$ cat src/rtl/serial_subtractor.sv
// serial_subtractor: bit-serial unsigned a - b, LSB first, one bit per clock, start/done handshake.
module serial_subtractor #(
  parameter int WIDTH = 8
) (
  input  logic             clk,
  input  logic             rst,
  input  logic             start,
  input  logic [WIDTH-1:0] a,
  input  logic [WIDTH-1:0] b,
  output logic             busy,
  output logic             done,
  output logic [WIDTH-1:0] diff,
  output logic             borrow_out
);
  localparam int CW = $clog2(WIDTH + 1);
  typedef enum logic [1:0] {IDLE, RUN, DONE} state_t;
  state_t           state;
  logic [WIDTH-1:0] a_sh, b_sh, res, res_nxt;
  logic [CW-1:0]    cnt;
  logic             brw, x, y, d, brw_nxt;
  assign x       = a_sh[0];
  assign y       = b_sh[0];
  assign d       = x ^ y ^ brw;
  assign brw_nxt = (~x & y) | (~(x ^ y) & brw);
  // new difference bit enters at the MSB so after WIDTH shifts the result is aligned
  assign res_nxt = (res >> 1) | (WIDTH'(d) << (WIDTH - 1));
  always_ff @(posedge clk) begin
    if (rst) begin
      state      <= IDLE;
      a_sh       <= '0;
      b_sh       <= '0;
      res        <= '0;
      brw        <= 1'b0;
      cnt        <= '0;
      busy       <= 1'b0;
      done       <= 1'b0;
      diff       <= '0;
      borrow_out <= 1'b0;
    end else begin
      case (state)
        IDLE: if (start) begin
          a_sh  <= a;
          b_sh  <= b;
          brw   <= 1'b0;
          cnt   <= '0;
          busy  <= 1'b1;
          state <= RUN;
        end
        RUN: begin
          a_sh <= a_sh >> 1;
          b_sh <= b_sh >> 1;
          brw  <= brw_nxt;
          res  <= res_nxt;
          cnt  <= cnt + 1'b1;
          if (cnt == CW'(WIDTH - 1)) begin
            diff       <= res_nxt;
            borrow_out <= brw_nxt;
            done       <= 1'b1;
            state      <= DONE;
          end
        end
        DONE: begin
          done  <= 1'b0;
          busy  <= 1'b0;
          state <= IDLE;
        end
        default: state <= IDLE;
      endcase
    end
  end
endmodule

$ cat config.mk
export PLATFORM = sky130hd
export DESIGN_NAME = serial_subtractor
export DESIGN_NICKNAME = d
export VERILOG_FILES = /design/src/rtl/serial_subtractor.sv
export SDC_FILE = /design/constraint.sdc
export NUM_CORES = 1
export LEC_CHECK = 0
export ABC_AREA = 1
export BUFFER_PORTS_ARGS = -buffer_cell sky130_fd_sc_hd__clkbuf_2
export CAP_MARGIN = 20
export CORE_ASPECT_RATIO = 0.75
export CORE_UTILIZATION = 30
export CTS_CLUSTER_DIAMETER = 200
export DETAILED_ROUTE_END_ITERATION = 8
export SYNTH_ARGS = -nofsm -noshare
export SYNTH_HDL_FRONTEND = slang
export SYNTH_SLANG_ARGS = --single-unit
$ cat constraint.sdc
create_clock -name clk -period 3.5 [get_ports clk]
set_input_delay 0.175 -clock clk [delete_from_list [all_inputs] [get_ports clk]]
set_output_delay 0.175 -clock clk [all_outputs]
set_load 0.01 [all_outputs]
==> results of run 1 <==
## cell usage after synthesis (all sizes together)
cell     n  area, µm²
nand2   60        238
dfxtp   41        821
o21ai   34        200
nor2    33        140
a21oi   17       85.1
inv     16       60.1
nand3   11       60.1
buf     10       80.1
clkbuf   2       17.5
clkinv   1       8.76
fa       1       20.0
ha       1       12.5
nand4    1       6.26
or2      1       6.26
## area by class of cell
type / count / area share, %
clock buffers: 7 / 4.80
clock inverters: 1 / 0.250
inverters: 17 / 3.43
multi-input cells: 159 / 38.3
flip-flops and latches: 41 / 40.9
well taps: 75 / 4.68
repair buffers: 30 / 7.61
## tightest hold or removal path: cells and delay by family
family / cells / cell delay, ns
buf+inv: 1 / 0.08
simple gates: 1 / 0.05
compound gates: 1 / 0.05
## worst max path at each step
stage / to / cells after the start / slack, ns / start
2_1_floorplan: brw$_SDFFE_PP0P_ / 4 / 2.35 / b_sh[0]$_SDFFE_PP0P_
3_3_place_gp: diff[0]$_SDFFE_PP0P_ / 6 / 1.79 / state[1]$_SDFFE_PP0P_
3_5_place_dp: diff[0]$_SDFFE_PP0P_ / 6 / 1.75 / state[1]$_SDFFE_PP0P_
4_1_cts: diff[0]$_SDFFE_PP0P_ / 5 / 1.73 / state[0]$_SDFFE_PP0P_
5_1_grt: diff[0]$_SDFFE_PP0P_ / 5 / 1.56 / state[0]$_SDFFE_PP0P_
6_report: diff[0]$_SDFFE_PP0P_ / 5 / 1.74 / state[0]$_SDFFE_PP0P_
## kinds of logic after synthesis
kind of cell	Yosys count	synth area share, %
AND/OR/NAND/NOR	106	25.7
AO/OA/AOI/OAI	51	16.3
flip-flops	41	46.8
buffers and inverters	29	9.48
adder cells (fa/ha/maj)	2	1.85
## routing by layer
metal	wire, µm	global-route usage (%)	vias up
met2	1510	19.9	19
met3	125	4.22	6
li1	-	-	781
met5	0	0	-
met1	1940	17.4	614
met4	30	3.02	0
## state kept, by name, summed over array words and instances, names as in the netlist
| name | cells |
|---|---|
| a_sh | 8 |
| busy | 1 |
| brw | 1 |
| cnt | 4 |
| res | 7 |
| b_sh | 8 |
| borrow_out | 1 |
| diff | 8 |
| done | 1 |
| state | 2 |
## where the power goes
group | switching, mW | internal (mW)
clock | 0.159 | 0.178
combinational | 0.0699 | 0.0381
sequential | 0.0141 | 0.493
total | 0.243 | 0.710
## per-stage QoR
stage               util, %  hold WS [ns]
floorplan                 -         0.318
global placement       34.6         0.416
detailed placement     34.6         0.423
CTS                    36.5         0.112
global route           36.5         0.102
finish                 36.5         0.113
==> results.sh, run 1 <==
export IMPL_setup_reg_to_reg_worst_slack_ns=1.74
export IMPL_groute_usage_overall_pct=12.8
export IMPL_crit_chain="nand2_2, inv_2, nand2_2, o21ai_1, nor2_1"
export IMPL_synthesis_area_per_instance_um2=7.67
export IMPL_netlist_instances=229
export IMPL_worst_setup_hold_path_clk_slew_ns=0.08
export IMPL_slew_headroom_pct=60.1
export IMPL_initial_standard_cell_utilization_of_the_core_pct=31.9
export IMPL_sequential_area_share_after_synthesis_pct=46.8
export IMPL_leakage_nw=0.911
export IMPL_worst_slack_ns=1.74
export IMPL_crit_reg2reg_capture="diff[0]$_SDFFE_PP0P_"
export IMPL_max_stage_delay_ns=0.44
export IMPL_synth_yosys_warnings=0
export IMPL_timing_rr_start="state[0]$_SDFFE_PP0P_"
export IMPL_max_clock_path_buffers=2
export IMPL_worst_path_max_delay_cell="sky130_fd_sc_hd__inv_2"
export IMPL_n_fill_cell=597
export IMPL_diodes=0
export IMPL_clock_tree_htree_level_count=2
export IMPL_drt_first_iter_violations=105
export IMPL_final_cell_area_um2=2010
export IMPL_nets=275
export IMPL_grt_first_pass_wirelength_mm=6.17
export IMPL_worstPathArrival_ns=1.95
export IMPL_timing_critical_path_to_type="flop"
export IMPL_place_congestion=0.743
export IMPL_chipWidth_um=90.3
export IMPL_fin_cells=330
export IMPL_io_pins=30
export IMPL_area_growth_pct=14.3
export IMPL_cts_sinks=41
export IMPL_overflow=0
export IMPL_timing_worst_slew_pin_value_ns=0.597
export IMPL_drive_gt1_share_pct=21.2
export IMPL_detailed_place_area_um2=1900
export IMPL_multi_input_comb_area_um2=768
export IMPL_buffers_inverters_on_critical_path=1
export IMPL_clock_tree_from_tritoncts="yes"
export IMPL_layout_cells_most_common="sky130_fd_sc_hd__nand2_1"
export IMPL_hold_path_endpoint="a_sh[7]$_SDFFE_PP0P_"
export IMPL_grt_setup_unrepaired="false"
export IMPL_run_status="completed"
export IMPL_timing_setup_tns_ns=0
export IMPL_route_final_wire_length_mm=3.61
export IMPL_fmax_ghz=0.568
export IMPL_row_count=23
export IMPL_grt_antenna_before_repair=0
export IMPL_hold_start="a[7]"
export IMPL_cts_repair_timing_setup_buffer_count=0
export IMPL_r2r_worst_path_cells=5
export IMPL_ctsResizeCount=0
export IMPL_post_dp_hpwl_mm=2.41
export IMPL_timing_final_hold_violations=0
export IMPL_sequential_area_um2=821
export IMPL_finalClockSkew_ns=0.00211
export IMPL_finalMaxSlewViolations=0
export IMPL_fp_coreArea_um2=5500
export IMPL_dpl_cell_count=322
export IMPL_hold_buffers=0
export IMPL_detail_route_drc_violations=0
export IMPL_die_area_um2=6160
export IMPL_setup_viol=0
export IMPL_hold_path_class="primary input to flop"
export IMPL_maximum_number_of_pins_on_one_net_before_global_route_repair=34
export IMPL_route_detailed_wl_per_inst_um=10.9
export IMPL_post_place_ws_ns=1.75
export IMPL_vdd_ir_drop_max_mv=0.203
export IMPL_synthesis_nets=250
export IMPL_path_common_cell="sky130_fd_sc_hd__nand2_2"
export IMPL_grt_pass1_vias=1341
export IMPL_vias_per_cell=4.30
export IMPL_power_density_nw_per_um2=475
export IMPL_antenna_left=0
export IMPL_post_route_min_period_ns=1.76
export IMPL_timing_critical_path_max_delay_family="simple AND/OR/NAND/NOR gates"
export IMPL_layout_common_cells="sky130_fd_sc_hd__nand2_1 (57), sky130_fd_sc_hd__dfxtp_1 (41), sky130_fd_sc_hd__nor2_1 (32)"
export IMPL_io_buffers=29
export IMPL_holdPathStages=3
export IMPL_timing_critical_path_from_type="flop"
export IMPL_clk_insertion_delay_late_ns=0.29
export IMPL_drt_first_pass_iters=5
export IMPL_library_cells_used_by_synthesis=25
export IMPL_clock_tree_root_cell="sky130_fd_sc_hd__clkbuf_8"
export IMPL_synth_area_um2=1760
export IMPL_maxCapViolCount=0
export IMPL_min_period_over_period_pct=50.3
export IMPL_worst_endpoint_required_ns=3.69
export IMPL_synth_ff_latch_count=41
export IMPL_tritoncts_num_buffers=5
export IMPL_critical_path_peak_fanout=29
export IMPL_die_h_um=68.2
export IMPL_timing_setup_critical_path_class="flop to flop"
export IMPL_power_mw=0.953
export IMPL_via_count=1420
No activity file was read; power rests on OpenSTA's default activity.
==> run 2, diff against run 1 <==
Clock period 3.5 ns to 1.6 ns, I/O delays scaled along.
==> run 2 against run 1 <==
  * Flip-flop and latch count stayed put
  * Non-clock buffer count is 3 higher
  * Largest power group unchanged
  * Critical endpoint unchanged
  * Setup slack worse by 1.5 ns
  * Sequential share of layout area is 0.45 points lower
==> results.sh, run 2 (synthesized netlist as in run 1, its figures left out) <==
export IMPL_timing_critical_path_from_type="flop"
export IMPL_grt_first_pass_wirelength_mm=6.50
export IMPL_antenna_left=0
export IMPL_timing_rr_start="cnt[0]$_SDFFE_PP0P_"
export IMPL_holdPathStages=3
export IMPL_worst_path_max_delay_cell="sky130_fd_sc_hd__dfxtp_1"
export IMPL_r2r_worst_path_cells=6
export IMPL_worst_setup_hold_path_clk_slew_ns=0.08
export IMPL_post_route_min_period_ns=1.34
export IMPL_slew_headroom_pct=83.5
export IMPL_grt_pass1_vias=1358
export IMPL_setup_viol=0
export IMPL_clock_tree_from_tritoncts="yes"
export IMPL_maximum_number_of_pins_on_one_net_before_global_route_repair=34
export IMPL_finalMaxSlewViolations=0
export IMPL_detail_route_drc_violations=0
export IMPL_power_density_nw_per_um2=1040
export IMPL_leakage_nw=0.926
export IMPL_fp_coreArea_um2=5500
export IMPL_timing_setup_critical_path_class="flop to flop"
export IMPL_place_congestion=0.718
export IMPL_clock_tree_root_cell="sky130_fd_sc_hd__clkbuf_8"
export IMPL_grt_setup_unrepaired="false"
export IMPL_max_clock_path_buffers=2
export IMPL_die_area_um2=6160
export IMPL_cts_repair_timing_setup_buffer_count=0
export IMPL_route_detailed_wl_per_inst_um=11.4
export IMPL_maxCapViolCount=0
export IMPL_startpoint="cnt[0]$_SDFFE_PP0P_"
export IMPL_setup_reg_to_reg_worst_slack_ns=0.26
export IMPL_post_dp_hpwl_mm=2.65
export IMPL_critical_path_peak_fanout=9
export IMPL_diodes=0
export IMPL_grt_antenna_before_repair=0
export IMPL_vdd_ir_drop_max_mv=0.483
export IMPL_tritoncts_num_buffers=5
export IMPL_n_fill_cell=590
export IMPL_worst_slack_ns=0.256
export IMPL_fmax_ghz=0.744
export IMPL_crit_chain="ha_1, nand2_1, nor2_1, nand2_2, o21ai_1, nor2_1"
export IMPL_timing_critical_path_to_type="flop"
export IMPL_min_period_over_period_pct=84.0
export IMPL_hold_path_class="primary input to flop"
export IMPL_chipWidth_um=90.3
export IMPL_worst_endpoint_required_ns=1.79
export IMPL_clock_tree_htree_level_count=2
export IMPL_layout_common_cells="sky130_fd_sc_hd__nand2_1 (57), sky130_fd_sc_hd__dfxtp_1 (41), sky130_fd_sc_hd__nor2_1 (32)"
export IMPL_hold_path_endpoint="a_sh[7]$_SDFFE_PP0P_"
export IMPL_sequential_area_um2=821
export IMPL_timing_setup_tns_ns=0
export IMPL_detailed_place_area_um2=1930
export IMPL_die_h_um=68.2
export IMPL_row_count=23
export IMPL_final_cell_area_um2=2030
export IMPL_route_final_wire_length_mm=3.80
export IMPL_drt_first_iter_violations=51
export IMPL_hold_start="a[7]"
export IMPL_worstPathArrival_ns=1.53
export IMPL_fin_util_pct=36.9
export IMPL_timing_final_hold_violations=0
export IMPL_finalClockSkew_ns=0.00969
export IMPL_cts_sinks=41
export IMPL_run_status="completed"
export IMPL_leading_registers_by_flop_count="a_sh: 8 flops, b_sh: 8 flops, diff: 8 flops"
export IMPL_clk_insertion_delay_late_ns=0.29
export IMPL_path_common_cell="sky130_fd_sc_hd__nor2_1"
export IMPL_io_buffers=29
export IMPL_drt_first_pass_iters=4
export IMPL_vias_per_cell=4.38
export IMPL_nets=278
export IMPL_overflow=0
export IMPL_ctsResizeCount=0
export IMPL_post_place_ws_ns=0.257
export IMPL_crit_reg2reg_capture="diff[0]$_SDFFE_PP0P_"
export IMPL_io_pins=30
export IMPL_groute_usage_overall_pct=13.6
export IMPL_timing_worst_slew_pin_value_ns=0.248
export IMPL_drive_gt1_share_pct=22.1
export IMPL_via_count=1460
export IMPL_area_growth_pct=15.5
export IMPL_multi_input_comb_area_um2=768
export IMPL_hold_buffers=0
export IMPL_max_stage_delay_ns=0.40
export IMPL_initial_standard_cell_utilization_of_the_core_pct=31.9
export IMPL_layout_cells_most_common="sky130_fd_sc_hd__nand2_1"
run 2: worst max-delay path by stage:
stage	to	slack (ns)	cells past startpoint
floorplan	brw$_SDFFE_PP0P_	0.45	4
global placement	diff[0]$_SDFFE_PP0P_	0.25	6
detailed placement	diff[0]$_SDFFE_PP0P_	0.26	6
CTS	diff[0]$_SDFFE_PP0P_	0.22	6
global route	diff[0]$_SDFFE_PP0P_	0.1	6
finish	diff[0]$_SDFFE_PP0P_	0.26	6
run 2: final cells by class:
class / instances / share of cell area [%]
timing repair buffer: 33 / 8.64
tap: 75 / 4.63
sequential: 41 / 40.5
multi-input combinational: 159 / 37.9
clock buffer: 7 / 4.75
clock inverter: 1 / 0.247
inverter: 17 / 3.39
run 2: layer usage:
metal,vias to the layer above,wire length (µm),global-route usage (%)
met2,25,1500,19.8
met3,2,144,4.22
met4,0,18,4.23
li1,786,-,-
met1,647,2130,19.2
met5,-,0,0
run 2: worst max-delay path: cells and delay by family (launching register included):
kind | cells | cell delay, ns
and+or+nand+nor | 4 | 0.46
DFF | 1 | 0.40
adders and majority gates | 1 | 0.23
AOI/OAI and AO/OA | 1 | 0.16
run 2: power breakdown:
group / switching (mW) / internal (mW)
logic: 0.158 / 0.0909
clock network: 0.354 / 0.390
registers: 0.0321 / 1.08
run 2: through the flow:
| stage | cells | hold slack [ns] | power [mW] |
|---|---|---|---|
| after floorplan | 229 | 0.223 | 1.33 |
| after global placement | 325 | 0.327 | 1.38 |
| after detailed placement | 325 | 0.318 | 1.39 |
| after CTS | 333 | 0.00277 | 2.13 |
| after global routing | 333 | 0.00320 | 2.22 |
| final | 333 | 0.0145 | 2.10 |
